### src/rtl/vending_controller_pkg.sv
// Shared types and constants for the vending controller: FSM states,
// coin and product codes, and the coin-code to value decode.
package vending_controller_pkg;

  typedef enum logic [1:0] {
    ST_IDLE    = 2'd0,
    ST_COLLECT = 2'd1,
    ST_VEND    = 2'd2,
    ST_REFUND  = 2'd3
  } state_t;

  localparam logic [1:0] COIN_5   = 2'b00;
  localparam logic [1:0] COIN_10  = 2'b01;
  localparam logic [1:0] COIN_20  = 2'b10;
  localparam logic [1:0] COIN_BAD = 2'b11;

  localparam logic [1:0] PROD_0   = 2'b00;
  localparam logic [1:0] PROD_1   = 2'b01;
  localparam logic [1:0] PROD_2   = 2'b10;
  localparam logic [1:0] PROD_BAD = 2'b11;

  localparam int MAX_CREDIT_DEFAULT = 63;

  // 7 bits so that credit plus a coin can be checked for overflow.
  function automatic logic [6:0] coin_value(input logic [1:0] code);
    logic [6:0] val;
    case (code)
      COIN_5:  val = 7'd5;
      COIN_10: val = 7'd10;
      COIN_20: val = 7'd20;
      default: val = 7'd0;
    endcase
    return val;
  endfunction

endpackage

### src/rtl/product_cost_calculator.sv
// Product code to price lookup; an invalid code costs 0, which the
// controller treats as "not sellable".
module product_cost_calculator
  import vending_controller_pkg::*;
(
  input  logic [1:0] product_sel,
  output logic [5:0] cost
);

  always_comb begin
    cost = 6'd0;
    case (product_sel)
      PROD_0:  cost = 6'd10;
      PROD_1:  cost = 6'd20;
      PROD_2:  cost = 6'd40;
      default: cost = 6'd0;
    endcase
  end

endmodule

### src/rtl/vending_controller.sv
// Coin-operated vending FSM: collects credit, vends on a funded selection,
// refunds change on cancel, timeout or leftover credit after a vend.
module vending_controller
  import vending_controller_pkg::*;
#(
  parameter int TIMEOUT_CYCLES = 1000,
  parameter int MAX_CREDIT     = MAX_CREDIT_DEFAULT
) (
  input  logic       clk,
  input  logic       rst_n,
  input  logic       coin_valid,
  input  logic [1:0] coin_val,
  input  logic       sel_valid,
  input  logic [1:0] product_sel,
  input  logic       cancel,
  output logic [5:0] credit,
  output logic       busy,
  output logic       dispense,
  output logic [1:0] dispensed_item,
  output logic       change_valid,
  output logic [5:0] change_amt,
  output logic       coin_reject,
  output logic       error
);

  localparam int TW = $clog2(TIMEOUT_CYCLES + 1);

  state_t        state;
  logic [TW-1:0] timer;
  logic [5:0]    cost;
  logic [6:0]    coin_amt;
  logic [6:0]    credit_sum;
  logic          coin_ok;
  logic          sel_ok;
  logic          timed_out;

  product_cost_calculator u_cost (
    .product_sel (product_sel),
    .cost        (cost)
  );

  assign coin_amt   = coin_value(coin_val);
  assign credit_sum = {1'b0, credit} + coin_amt;
  assign coin_ok    = coin_valid && (coin_val != COIN_BAD) && (credit_sum <= 7'(MAX_CREDIT));
  assign sel_ok     = (cost != 6'd0) && (credit >= cost);
  assign timed_out  = (timer >= TW'(TIMEOUT_CYCLES - 1));

  always_ff @(posedge clk or negedge rst_n) begin
    if (!rst_n) begin
      state          <= ST_IDLE;
      timer          <= '0;
      credit         <= 6'd0;
      busy           <= 1'b0;
      dispense       <= 1'b0;
      dispensed_item <= 2'd0;
      change_valid   <= 1'b0;
      change_amt     <= 6'd0;
      coin_reject    <= 1'b0;
      error          <= 1'b0;
    end else begin
      dispense       <= 1'b0;
      dispensed_item <= 2'd0;
      change_valid   <= 1'b0;
      change_amt     <= 6'd0;
      coin_reject    <= 1'b0;
      error          <= 1'b0;
      case (state)
        ST_IDLE: begin
          if (sel_valid) error <= 1'b1;
          if (coin_ok) begin
            credit <= coin_amt[5:0];
            timer  <= '0;
            state  <= ST_COLLECT;
          end else begin
            coin_reject <= coin_valid;
          end
        end
        ST_COLLECT: begin
          // cancel beats selection beats coin; a coin losing arbitration is rejected
          if (cancel) begin
            coin_reject  <= coin_valid;
            change_valid <= 1'b1;
            change_amt   <= credit;
            credit       <= 6'd0;
            busy         <= 1'b1;
            state        <= ST_REFUND;
          end else if (sel_valid) begin
            coin_reject <= coin_valid;
            if (sel_ok) begin
              dispense       <= 1'b1;
              dispensed_item <= product_sel;
              credit         <= credit - cost;
              busy           <= 1'b1;
              state          <= ST_VEND;
            end else begin
              error <= 1'b1;
              timer <= timed_out ? timer : timer + 1'b1;
            end
          end else if (coin_ok) begin
            credit <= credit_sum[5:0];
            timer  <= '0;
          end else begin
            coin_reject <= coin_valid;
            if (timed_out) begin
              change_valid <= 1'b1;
              change_amt   <= credit;
              credit       <= 6'd0;
              busy         <= 1'b1;
              state        <= ST_REFUND;
            end else begin
              timer <= timer + 1'b1;
            end
          end
        end
        ST_VEND: begin
          coin_reject <= coin_valid;
          if (credit != 6'd0) begin
            change_valid <= 1'b1;
            change_amt   <= credit;
            credit       <= 6'd0;
            state        <= ST_REFUND;
          end else begin
            busy  <= 1'b0;
            state <= ST_IDLE;
          end
        end
        ST_REFUND: begin
          coin_reject <= coin_valid;
          busy        <= 1'b0;
          state       <= ST_IDLE;
        end
        default: begin
          busy  <= 1'b0;
          state <= ST_IDLE;
        end
      endcase
    end
  end

endmodule

### config.mk
export PLATFORM = sky130hd
export DESIGN_NAME = vending_controller
export DESIGN_NICKNAME = d
export VERILOG_FILES = /design/src/rtl/vending_controller_pkg.sv /design/src/rtl/product_cost_calculator.sv /design/src/rtl/vending_controller.sv
export SDC_FILE = /design/constraint.sdc
export NUM_CORES = 1
export LEC_CHECK = 0
export BUFFER_PORTS_ARGS = -buffer_cell sky130_fd_sc_hd__buf_2
export CORE_UTILIZATION = 40
export CTS_CLUSTER_DIAMETER = 30
export DETAILED_ROUTE_END_ITERATION = 8
export PLACE_DENSITY = 0.59
export SLEW_MARGIN = 25
export SYNTH_ARGS = -nofsm -noshare
export SYNTH_HDL_FRONTEND = slang
export SYNTH_HIERARCHICAL = 1
export SYNTH_SLANG_ARGS = --single-unit
export TNS_END_PERCENT = 5
### constraint.sdc
create_clock -name clk -period 6.71 [get_ports clk]
set_input_delay 0.3355 -clock clk [delete_from_list [all_inputs] [get_ports clk]]
set_output_delay 0.3355 -clock clk [all_outputs]
set_load 0.01 [all_outputs]
### After elaboration in Yosys (flattened, before gate mapping)

Index checks and enable logic that the tools add are counted.

| word-level totals | value |
|---|---|
| output and inout bits | 19 |
| flip-flop bits (word level) | 31 |
| input bits | 9 |

| cells by class | value |
|---|---|
| reduce and logical (&&, ||, !) cells | 16 |
| equal/unequal tests | 17 |
| multiplexer cells | 61 |
| magnitude comparators | 3 |
| add/sub/neg operators | 3 |

Operators by type and width:

| operator | count |
|---|---|
| $mux W6 | 12 |
| $mux W10 | 6 |
| $pmux W6 S3 | 2 |
| $mux W1 | 22 |
| $mux W2 | 11 |
| $pmux W10 S2 | 1 |
| $pmux W5 S3 | 1 |
| $ne A4 B4 Y1 const B | 3 |
| $pmux W6 S2 | 1 |
| $reduce_bool A6 Y1 | 2 |
| $add A10 B1 Y10 const B | 1 |
| $ge A10 B10 Y1 const B | 1 |
| $ne A2 B2 Y1 const B | 5 |
| $reduce_and A5 Y1 | 2 |
| $eq A2 B2 Y1 const B | 4 |
| $pmux W2 S4 | 1 |
| $reduce_and A4 Y1 | 2 |
| $add A6 B7 Y7 | 1 |
| $le A7 B6 Y1 const B | 1 |
| $eq A2 B1 Y1 const B | 3 |
| $ge A6 B6 Y1 | 1 |
| $logic_not A2 Y1 | 3 |
| $pmux W1 S3 | 2 |
| $reduce_bool A3 Y1 | 2 |
| 7 further kinds | 10 |

### Depth between registers and ports, before layout

Gate-level depths: netlist of the first run.

| logic depth | value |
|---|---|
| depth in word-level cells | 9 |
| depth in mapped cells | 11 |
| mapped depth without buffers | 10 |

### Cells and area by module

Netlist of the first run, hierarchy kept.

By module, submodules not included:

| module | times used | sequential area each (µm²) | area an instance (µm²) | cells each |
|---|---|---|---|---|
| vending_controller | 1 | 775.7 | 2180.8 | 235 |
| product_cost_calculator | 1 | 0.0 | 41.3 | 7 |

### Worst setup path before layout of the first run

OpenSTA, ideal clock, no wires.

| path | value |
|---|---|
| kind | register to register |
| start point | register credit[0] |
| end point | register credit[5] |
| clock period less this slack | 2.534 ns |
| setup slack | 4.176 ns |
| cell stages (with the launch flop) | 9 |
| library setup time | 0.069 ns |
| required time | 6.641 ns |
| path buffers | 0 |
| arrival time | 2.465 ns |
| path through | dfrtp_1 -> ha_1 -> fa_1 -> a211oi_1 -> o211ai_1 -> o21ai_1 -> o211ai_2 -> or4b_1 -> nand3_1 |

| between the ends | value |
|---|---|
| cells in the longest elaborated chain, start to end | 7 |

RTL lines:

| item | RTL line | text |
|---|---|---|
| start: declaration | vending_controller.sv:16 | `output logic [5:0] credit,` |
| start signal: assignment | vending_controller.sv:71 | `credit <= coin_amt[5:0];` |
| start signal: assignment | vending_controller.sv:92 | `credit <= credit - cost;` |
| start signal: assignment | vending_controller.sv:100 | `credit <= credit_sum[5:0];` |
| $add A6 B7 Y7 | vending_controller.sv:43 | `assign credit_sum = {1'b0, credit} + coin_amt;` |
| $le A7 B6 Y1 | vending_controller.sv:44 | `assign coin_ok = coin_valid && (coin_val != COIN_BAD) && (credit_sum <= 7'(MAX_CREDIT));` |
| $logic_and A1 B1 Y1 | vending_controller.sv:44 |  |
| $mux W6 | vending_controller.sv:99 | `end else if (coin_ok) begin` |
| $mux W6 | vending_controller.sv:87 | `end else if (sel_valid) begin` |
| $mux W6 | vending_controller.sv:80 | `if (cancel) begin` |
| $pmux W6 S3 | vending_controller.sv:67 | `case (state)` |

Several ways; a longest one is shown, not always the timed one. The select of a mux whose other input is x is not followed.
A chain may end at the register's enable or synchronous reset.

### Worst setup path in the final report of the first run

Same ends and word-level chain as after synthesis.

==> results of run 1 <==
kinds of logic after synthesis:
logic type | share of synthesized area (%)
AOI/OAI and AO/OA | 27.87
and+or+nand+nor | 17.57
DFF | 34.91
buffers and inverters | 5.123
adders and majority gates | 11.37
xor gates and xnor gates | 1.971
muxes | 1.013
other | 0.1688
flip-flops by register name (all words and copies together), names as in the netlist:
signal,flops
error,1
change_valid,1
dispense,1
credit,6
timer,10
state,2
dispensed_item,2
coin_reject,1
busy,1
change_amt,6
critical path, stage by stage (launching register included):
cell      delay (ns)
dfrtp_1         0.46
ha_1            0.27
fa_1            0.43
a211oi_1        0.42
o211ai_1        0.23
o21ai_1         0.17
o211ai_2        0.24
or4b_1          0.57
nand3_1         0.09
worst max-delay path by stage:
stage	startpoint	endpoint	slack, ns
global placement	coin_val[1]	credit[5]	3.84
global route	credit[0]	credit[5]	3.52
CTS	credit[0]	credit[5]	3.78
detailed placement	coin_val[1]	credit[5]	3.76
floorplan	credit[0]	credit[5]	4.18
finish	credit[0]	credit[5]	3.77
through the flow:
step | area, um^2 | worst slack, ns | util, % | total power (W)
5_1_grt | 2486 | 3.525 | 47.47 | 0.0009773
6_report | 2486 | 3.770 | 47.47 | 0.0008985
3_5_place_dp | 2399 | 3.763 | 45.80 | 0.0007510
3_3_place_gp | 2399 | 3.837 | 45.80 | 0.0007517
4_1_cts | 2486 | 3.776 | 47.47 | 0.0009040
2_1_floorplan | 2222 | 4.176 | - | 0.0006419
metal layers:
metal	share of wire, %	GRT usage, %	vias up
met2	43	26.85	42
met4	1.8	9.038	0
li1	-	-	941
met3	3.9	4.431	9
met5	0	0	-
met1	51	25.39	891
report_power, final:
part           leakage [nW]  total [W]  internal [W]  switching [W]
sequential            0.417   0.000270      0.000227      0.0000424
combinational         0.743   0.000482      0.000196       0.000286
clock                0.0470   0.000147     0.0000803      0.0000667
cells in the final DEF, fill, tap and decap left out, drive strengths merged, types with 4 or more instances in the layout:
cell / count
dfrtp: 31
o21ai: 22
buf: 27
o211ai: 4
and2: 9
xor2: 4
a31oi: 6
o21a: 5
a21oi: 20
a21o: 8
nand2: 13
nand3: 6
ha: 17
nor2b: 5
inv: 18
nor2: 13
a22o: 4
clkbuf: 6
layout make-up:
type	instances	area (um^2)	area share, %
inverter	18	67.56	2.718
tap	70	87.58	3.523
sequential	31	775.7	31.20
clock inverter	1	5.005	0.2013
timing repair buffer	27	135.1	5.435
clock buffer	6	82.58	3.322
multi-input combinational	186	1333	53.60
==> implementation parameters, run 1 <==
Parameter                              Value

Timing
  RSZ-0062 raised after global routing    no
  Worst hold slack    0.1087 ns
  Tightest slew margin relative to the limit    51.67%
  Final cycle utilization of the critical path    43.81%
  Setup violations, final    0
  Slew at the pin closest to its max-slew limit    0.7250 ns
  Setup clock skew after layout    0.007878 ns
  Final period demand of the worst path    2.940 ns
  Number of hold-slack violations in the final timing report    0
  Max-slew violation count    0
  Highest Clock Rate    340.2 MHz
  Setup TNS    0 ns

Global routing
  Number of global-route vias before repair    1,771
  Total Routing Usage GR    18.44%
  Antenna violations before repair    0
  First-pass GRT wire length    8.459 mm
  Global route total overflow    0
  Largest net degree at the start of global routing    32

Logic synthesis
  Mean instance size in the synthesized netlist    9.182 um^2
  Top cell type by total area after synthesis    dfrtp_1
  Post-synth cell types    58
  Top-count cell post-synth    dfrtp_1
  Cell types occupying the most area after synthesis    dfrtp_1, ha_1, o21ai_0
  Most used flip-flop cell after synthesis    dfrtp_1
  Synthesized netlist net count    270
  Post-synth top cells    dfrtp_1, o21ai_0, a21oi_1, inv_1, ha_1
  Number of flip-flops and latches in the synthesized netlist    31
  Part of the Yosys area used for sequential elements    34.91%
  Mapped cell area    2222 um^2
  Count of yosys warnings during synthesis    6
  Async set-reset flop share out of synthesis    100.0%
  Number of flops mapped to enable cells by yosys    0
  Synth top area share    34.91%
  Number of instances in the synthesized netlist    242

Floorplan
  Die H    76.54 um
  Initial standard-cell utilization of the core    42.43%
  Core box area    5238 um^2
  Total Die Area    5858 um^2
  Top-level port count    28
  Site Rows    26
  Width of the die    76.54 um

Placed design
  Final estimated routing congestion in global placement    0.8932
  Port-buffer cells    27
  Number of placed instances with taps included    332
  Post-detail-place hpwl    3.765 mm

Routing
  Detailed-router iteration count before antenna repair    4
  Routed wire length    5.064 mm
  Average wire per standard cell    14.94 um
  Via-per-instance ratio    5.555
  Routed via count    1,883
  DRC violation count after routing    0
  Antenna Nets Post-Route    0
  Detailed router's first-iteration violation count    117

Setup path
  Crit Path Category    register to register
  Signal arrival time at the worst endpoint    3.16 ns
  Capturing element type of the critical path    register
  Startpoint Class    register
  Startpoint of the lowest-slack register-to-register path    credit[0]
  Crit path required time    6.93 ns
  CP Max Fanout    12
  Setup slack of the worst register-to-register path    3.77 ns
  Worst reg2reg endpoint    credit[5]
  R2R cell count    8

Clock tree
  PostCTS Resize Cnt    0
  TritonCTS clock tree    yes
  Max H-tree Level    2
  Longest Clk Path Bufs    2
  Clock insertion delay at the later pin of the skew report    0.28 ns
  TritonCTS buffer count    5
  CTS hold repair buffers    0
  Count of buffers added by post-CTS timing repair for setup    0
  CTS clk-pin slew, worst paths    0.07 ns
  Cell at the root of the clock tree    clkbuf_8
  Clock Sinks    31

Power
  Cell area power density    361.4 nW/um^2
  VDD IR-drop max    0.1511 mV
  P_leak    1.208 nW

Layout
  Post-layout instance count excluding filler cells    339
  Nets    297
  Layout area overhead    11.88%
  Proportion of layout cells with a drive suffix above 1    17.47%
  N_diodes    0
  Filler cell count    516

Hold path
  Worst min path class    primary input to async pin

Outcome
  Status    complete, no violations

Job
  Number of violations of the max-capacitance limit    0
Note: power is estimated with default switching activity, not from simulation.
==> run 2: changes to the inputs <==
--- a/config.mk
+++ b/config.mk
@@ -9,7 +9,7 @@
 export CORE_UTILIZATION = 40
 export CTS_CLUSTER_DIAMETER = 30
 export DETAILED_ROUTE_END_ITERATION = 8
-export PLACE_DENSITY = 0.59
+export PLACE_DENSITY = 0.61
 export SLEW_MARGIN = 25
 export SYNTH_ARGS = -nofsm -noshare
 export SYNTH_HDL_FRONTEND = slang
==> constraint.sdc (replaced) <==
create_clock -name clk -period 2.4 [get_ports clk]
set_input_delay 0.12 -clock clk [delete_from_list [all_inputs] [get_ports clk]]
set_output_delay 0.12 -clock clk [all_outputs]
set_load 0.01 [all_outputs]
==> run 2 against run 1 <==
Effect of this change: critical path depth unchanged; non-clock buffer count is 18 higher; core utilization is 3.4 points higher; clock power rose to 2.7 times the previous value; fmax increased by 26%; clock-buffer cell count up 1; register-to-register slack worse by 3.7 ns; setup slack lost 3.7 ns; clock skew decreased by 0.0023 ns; worst hold slack lost 0.019 ns; cell count rose by 5.6%; largest power group unchanged; highest routed layer unchanged.
==> implementation parameters, run 2 (synthesized netlist as in run 1, its figures left out) <==
Parameter                              Value

Layout
  Nets    315 (+6.1%)
  Commonest non-fill, non-tap cells in the layout    dfrtp_1, buf_2, o21ai_0, inv_1, a21oi_1
  Most common library cell in the layout ignoring fill and taps    dfrtp_1
  Most flop-heavy register    timer
  Flip-flop count of the largest register after layout    10 (unchanged)
  Registers with the most flip-flops    timer x10, change_amt x6, credit x6
  Cell area after layout    2664 um^2 (+7.1%)
  Proportion of layout cells with a drive suffix above 1    23.96% (+6.5 points)
  N_diodes    0 (unchanged)
  Layout area overhead    19.88%

Global routing
  Antenna violations before repair    0 (unchanged)
  Number of global-route vias before repair    1,793 (+1.2%)
  Total Routing Usage GR    19.06% (+0.62 points)
  Largest net degree at the start of global routing    32 (unchanged)
  Global route total overflow    0 (unchanged)
  First-pass GRT wire length    8.756 mm (+3.5%)

Setup path
  Signal arrival time at the worst endpoint    2.55 ns (-0.61 ns)
  Kind of cell with the highest combined delay on the critical path    compound AO/OA/AOI/OAI gates
  Instance count on the critical path    8 (unchanged)
  Crit Path Category    register to register
  R2R cell count    8 (unchanged)
  CP Max Fanout    4 (-8)
  Worst-path cell chain    ha_2, fa_2, a211oi_2, o211ai_1, o21ai_1, o211ai_2, or4b_1, nand3_1
  Crit path buffers/inverters    0 (unchanged)
  Capturing element type of the critical path    register
  Crit path required time    2.62 ns (-4.31 ns)
  Slowest stage cell, crit path    or4b_1
  Critical path's largest stage delay    0.52 ns (-0.05 ns)
  Setup slack of the worst register-to-register path    0.08 ns (-3.69 ns)
  Startpoint Class    register

Floorplan
  Top-level port count    28 (unchanged)
  Initial standard-cell utilization of the core    42.43% (unchanged)
  Die H    76.54 um (unchanged)
  Total Die Area    5858 um^2 (unchanged)
  Site Rows    26 (unchanged)
  Core box area    5238 um^2 (unchanged)
  Width of the die    76.54 um (unchanged)

Routing
  Antenna Nets Post-Route    0 (unchanged)
  Via-per-instance ratio    5.369 (-3.3%)
  Detailed-router iteration count before antenna repair    4 (unchanged)
  Detailed router's first-iteration violation count    126 (+7.7%)
  Routed via count    1,922 (+2.1%)
  Routed wire length    5.179 mm (+2.3%)
  Average wire per standard cell    14.47 um (-3.2%)
  DRC violation count after routing    0 (unchanged)

Timing
  Tightest slew margin relative to the limit    52.18% (+0.51 points)
  Highest Clock Rate    430.3 MHz (+26%)
  RSZ-0062 raised after global routing    yes
  Crit path setup slack, layout    0.07582 ns (-3.695 ns)
  Final period demand of the worst path    2.324 ns (-0.6154 ns)
  Number of hold-slack violations in the final timing report    0 (unchanged)
  Slew at the pin closest to its max-slew limit    0.7173 ns (-0.007703 ns)
  Max-slew violation count    0 (unchanged)
  Setup clock skew after layout    0.005600 ns (-0.002278 ns)
  Setup violations, final    0 (unchanged)
  Setup TNS    0 ns (unchanged)
  Final cycle utilization of the critical path    96.84% (+53 points)

Outcome
  Status    complete, no violations

Power
  VDD IR-drop max    0.4730 mV (+210%)
  P_leak    1.291 nW (+6.9%)
  Cell area power density    1008 nW/um^2 (+180%)

Job
  Number of violations of the max-capacitance limit    0 (unchanged)

Clock tree
  Clock Sinks    31 (unchanged)
  Longest Clk Path Bufs    2 (unchanged)
  TritonCTS buffer count    5 (unchanged)
  Max H-tree Level    2 (unchanged)
  TritonCTS clock tree    yes
  Cell at the root of the clock tree    clkbuf_8
  CTS clk-pin slew, worst paths    0.06 ns (about the same)
  Clock insertion delay at the later pin of the skew report    0.28 ns (about the same)

Placed design
  Final estimated routing congestion in global placement    0.8922 (-0.11%)
  Pre-CTS worst setup slack    -0.01384 ns (-3.777 ns)
  Post-detail-place hpwl    3.933 mm (+4.4%)
  Port-buffer cells    27 (unchanged)
  Post-detailed-placement cell area    2511 um^2 (+4.7%)

Hold path
  Hold Path Depth    2
  Worst min path class    primary input to register
run 2: final timing paths:
check,start,to
max in group asynchronous,rst_n,credit[1]
max,credit[0],credit[5]
min reg2reg,busy,busy
min,product_sel[1],dispensed_item[1]
max reg2reg,credit[0],credit[5]
min in group asynchronous,rst_n,change_amt[3]
run 2: timing repair:
action	4_1_cts	5_1_grt
pin swaps	6	3
endpoints found under the setup margin	1	11
resized for setup	1	6
buffers inserted	3	0
hold endpoints to repair	31	0
hold buffers	1	0
run 2: cell type report:
type / count / area (um^2)
Clock buffer: 7 / 76.32
Clock inverter: 1 / 5.005
Fill cell: 502 / 2574
Inverter: 18 / 67.56
Multi-Input combinational cell: 186 / 1378
Sequential cell: 31 / 777.0
Tap cell: 70 / 87.58
Timing Repair Buffer: 45 / 272.8
run 2: power by group:
part | internal [W] | switching (W)
Clock | 0.000203 | 0.000193
Sequential | 0.000637 | 0.0000985
Combinational | 0.000678 | 0.000876
run 2: layer usage:
metal / share of wire [%] / global-route usage (%) / wire length (um) / vias up
met2: 44 / 27.30 / 2259 / 38
met4: 1.3 / 6.538 / 65 / 0
met5: 0 / 0 / 0 / -
met3: 3.2 / 3.832 / 165 / 6
met1: 52 / 28.16 / 2688 / 896
li1: - / - / - / 982
run 2: through the flow:
| step | util, % | total power, W | hold WS, ns | std cells |
|---|---|---|---|---|
| 6_report | 50.86 | 0.002686 | 0.09005 | 358 |
| 3_5_place_dp | 47.95 | 0.002229 | 0.2285 | 346 |
| 3_3_place_gp | 47.95 | 0.002222 | 0.2168 | 346 |
| 2_1_floorplan | - | 0.001800 | -0.1756 | 242 |
| 5_1_grt | 50.86 | 0.002940 | 0.09392 | 358 |
| 4_1_cts | 50.17 | 0.002653 | 0.08117 | 358 |
==> run 3: changes to the inputs <==
--- a/config.mk
+++ b/config.mk
@@ -6,10 +6,10 @@
 export NUM_CORES = 1
 export LEC_CHECK = 0
 export BUFFER_PORTS_ARGS = -buffer_cell sky130_fd_sc_hd__buf_2
-export CORE_UTILIZATION = 40
+export CORE_UTILIZATION = 45
 export CTS_CLUSTER_DIAMETER = 30
 export DETAILED_ROUTE_END_ITERATION = 8
-export PLACE_DENSITY = 0.61
+export PLACE_DENSITY = 0.67
 export SLEW_MARGIN = 25
 export SYNTH_ARGS = -nofsm -noshare
 export SYNTH_HDL_FRONTEND = slang
==> run 3 against run 2 <==
Effect of this change: sequential power is essentially flat; critical endpoint unchanged; worst hold slack gained 0.0033 ns; largest power group unchanged; flip-flop and latch count is the same.
==> implementation parameters, run 3 (synthesized netlist as in run 1, its figures left out) <==
Parameter                              Value

Layout
  Proportion of layout cells with a drive suffix above 1    24.91% (+0.96 points)
  Flip-flop count of the largest register after layout    10 (unchanged)
  Commonest non-fill, non-tap cells in the layout    dfrtp_1, buf_2, o21ai_0, inv_1, a21oi_1
  Most common library cell in the layout ignoring fill and taps    dfrtp_1
  Nets    316 (+0.32%)
  Registers with the most flip-flops    timer x10, change_amt x6, credit x6
  Most flop-heavy register    timer
  N_diodes    0 (unchanged)
  Layout Utilization    56.82% (+6.0 points)
  Layout area overhead    20.78%
  Post-layout instance count excluding filler cells    356 (-0.56%)

Timing
  RSZ-0062 raised after global routing    yes
  Tightest slew margin relative to the limit    52.20% (about the same)
  Max-slew violation count    0 (unchanged)
  Setup clock skew after layout    0.008586 ns (+0.002986 ns)
  Final cycle utilization of the critical path    97.50% (+0.66 points)
  Number of hold-slack violations in the final timing report    0 (unchanged)
  Slew at the pin closest to its max-slew limit    0.7170 ns (-0.0002211 ns)
  Setup TNS    0 ns (unchanged)
  Setup violations, final    0 (unchanged)
  Final period demand of the worst path    2.340 ns (+0.01579 ns)
  Crit path setup slack, layout    0.06002 ns (-0.01579 ns)
  Highest Clock Rate    427.4 MHz (-0.68%)

Power
  Logic gate share of total power    58.5% (+0.6 points)
  P_leak    1.294 nW (+0.23%)
  Part of the power in the clock network    14.6% (about the same)
  Cell area power density    1013 nW/um^2 (+0.44%)
  Net switching fraction of the power    43.30% (-0.19 points)
  Total net switching power    0.001177 W (+0.76%)
  VDD IR-drop max    0.6376 mV (+35%)
  Pint    0.001541 W (+1.5%)
  Sequential share of power    26.9% (-0.5 points)

Floorplan
  Top-level port count    28 (unchanged)
  Core box area    4723 um^2 (-9.8%)
  Initial standard-cell utilization of the core    47.05% (+4.6 points)
  Site Rows    25 (-3.8%)
  Total Die Area    5223 um^2 (-11%)
  Die H    72.27 um (-5.6%)
  Width of the die    72.27 um (-5.6%)

Routing
  Detailed-router iteration count before antenna repair    4 (unchanged)
  Routed wire length    5.100 mm (-1.5%)
  Routed via count    1,932 (+0.52%)
  DRC violation count after routing    0 (unchanged)
  Antenna Nets Post-Route    0 (unchanged)
  Via-per-instance ratio    5.427 (+1.1%)
  Average wire per standard cell    14.33 um (-0.97%)
  Detailed router's first-iteration violation count    74 (-41%)

Placed design
  Number of placed instances with taps included    343 (-0.87%)
  Port-buffer cells    27 (unchanged)
  Pre-CTS worst setup slack    -0.007863 ns (+0.005978 ns)
  Final estimated routing congestion in global placement    0.8544 (-4.2%)
  Post-detail-place hpwl    3.810 mm (-3.1%)

Clock tree
  Max H-tree Level    2 (unchanged)
  TritonCTS buffer count    5 (unchanged)
  Cell at the root of the clock tree    clkbuf_8
  Clock insertion delay at the later pin of the skew report    0.28 ns (about the same)
  TritonCTS clock tree    yes
  Longest Clk Path Bufs    2 (unchanged)
  Clock Sinks    31 (unchanged)
  CTS clk-pin slew, worst paths    0.07 ns (about the same)

Setup path
  Crit path required time    2.62 ns (about the same)
  Capturing element type of the critical path    register
  CP Max Fanout    4 (unchanged)
  Startpoint Class    register
  Crit Path Category    register to register
  Signal arrival time at the worst endpoint    2.56 ns (about the same)

Global routing
  Antenna violations before repair    0 (unchanged)
  Largest net degree at the start of global routing    32 (unchanged)
  First-pass GRT wire length    8.211 mm (-6.2%)
  Total Routing Usage GR    20.38% (+1.3 points)
  Number of global-route vias before repair    1,773 (-1.1%)
  Global route total overflow    0 (unchanged)

Hold path
  Worst min path class    primary input to register

Job
  Number of violations of the max-capacitance limit    0 (unchanged)

Outcome
  Status    complete, no violations
[run 3: repair_timing]
action                                 in CTS  in global routing
cloned                                      0                  0
setup endpoints to repair                   2                 16
resized for setup                           2                  9
buffers inserted                            3                  1
endpoints found under the hold margin      31                  0
pin swaps                                   6                  6
hold buffers                                1                  0
[run 3: critical path: stages, from the launching register on]
cell and delay, ns:
dfrtp_1 0.39, ha_2 0.20, fa_2 0.37, a211oi_4 0.27, o211ai_1 0.16, o21ai_1 0.16
o211ai_2 0.13, or4b_1 0.51, nand3_1 0.09
[run 3: path summary, 6_finish.rpt]
kind / start / to / slack [ns] / cells past startpoint
min in group asynchronous: rst_n / timer[2] / 0.43 / 2
worst min-delay path: product_sel[1] / dispensed_item[1] / 0.09 / 2
max in group asynchronous: rst_n / credit[1] / 1.48 / 2
worst max register to register: credit[0] / credit[5] / 0.06 / 8
worst max-delay path: credit[0] / credit[5] / 0.06 / 8
worst min register to register: busy / busy / 0.47 / 1
[run 3: cell type report]
class / count / area (um^2)
flip-flops and latches: 31 / 777.0
clock buffers: 7 / 76.32
repair buffers: 46 / 284.0
clock inverters: 1 / 5.005
inverters: 18 / 67.56
multi-input cells: 186 / 1390
fillers: 440 / 2039
well taps: 67 / 83.83
[run 3: power by group through the flow]
stage / Combinational, W / Clock [W] / Sequential (W)
2_1_floorplan: 0.00103 / 0 / 0.000772
3_3_place_gp: 0.00147 / 0 / 0.000738
3_5_place_dp: 0.00148 / 0 / 0.000739
4_1_cts: 0.00151 / 0.000405 / 0.000729
5_1_grt: 0.00174 / 0.000429 / 0.000747
6_report: 0.00159 / 0.000396 / 0.000732
[run 3: metal layers]
metal  vias up  global-route usage (%)  wire, um
li1        974                       -         -
met1       914                   28.72      2551
met2        36                   31.05      2335
met3         8                   3.750       122
met4         0                   7.843        91
met5         -                       0         0
[run 3: metrics by stage]
stage / total power, W / hold WS (ns) / area [um^2]
2_1_floorplan: 0.001800 / -0.1756 / 2230
3_3_place_gp: 0.002203 / 0.2076 / 2507
3_5_place_dp: 0.002220 / 0.2122 / 2507
4_1_cts: 0.002647 / 0.09041 / 2633
5_1_grt: 0.002918 / 0.09508 / 2684
6_report: 0.002718 / 0.09332 / 2684
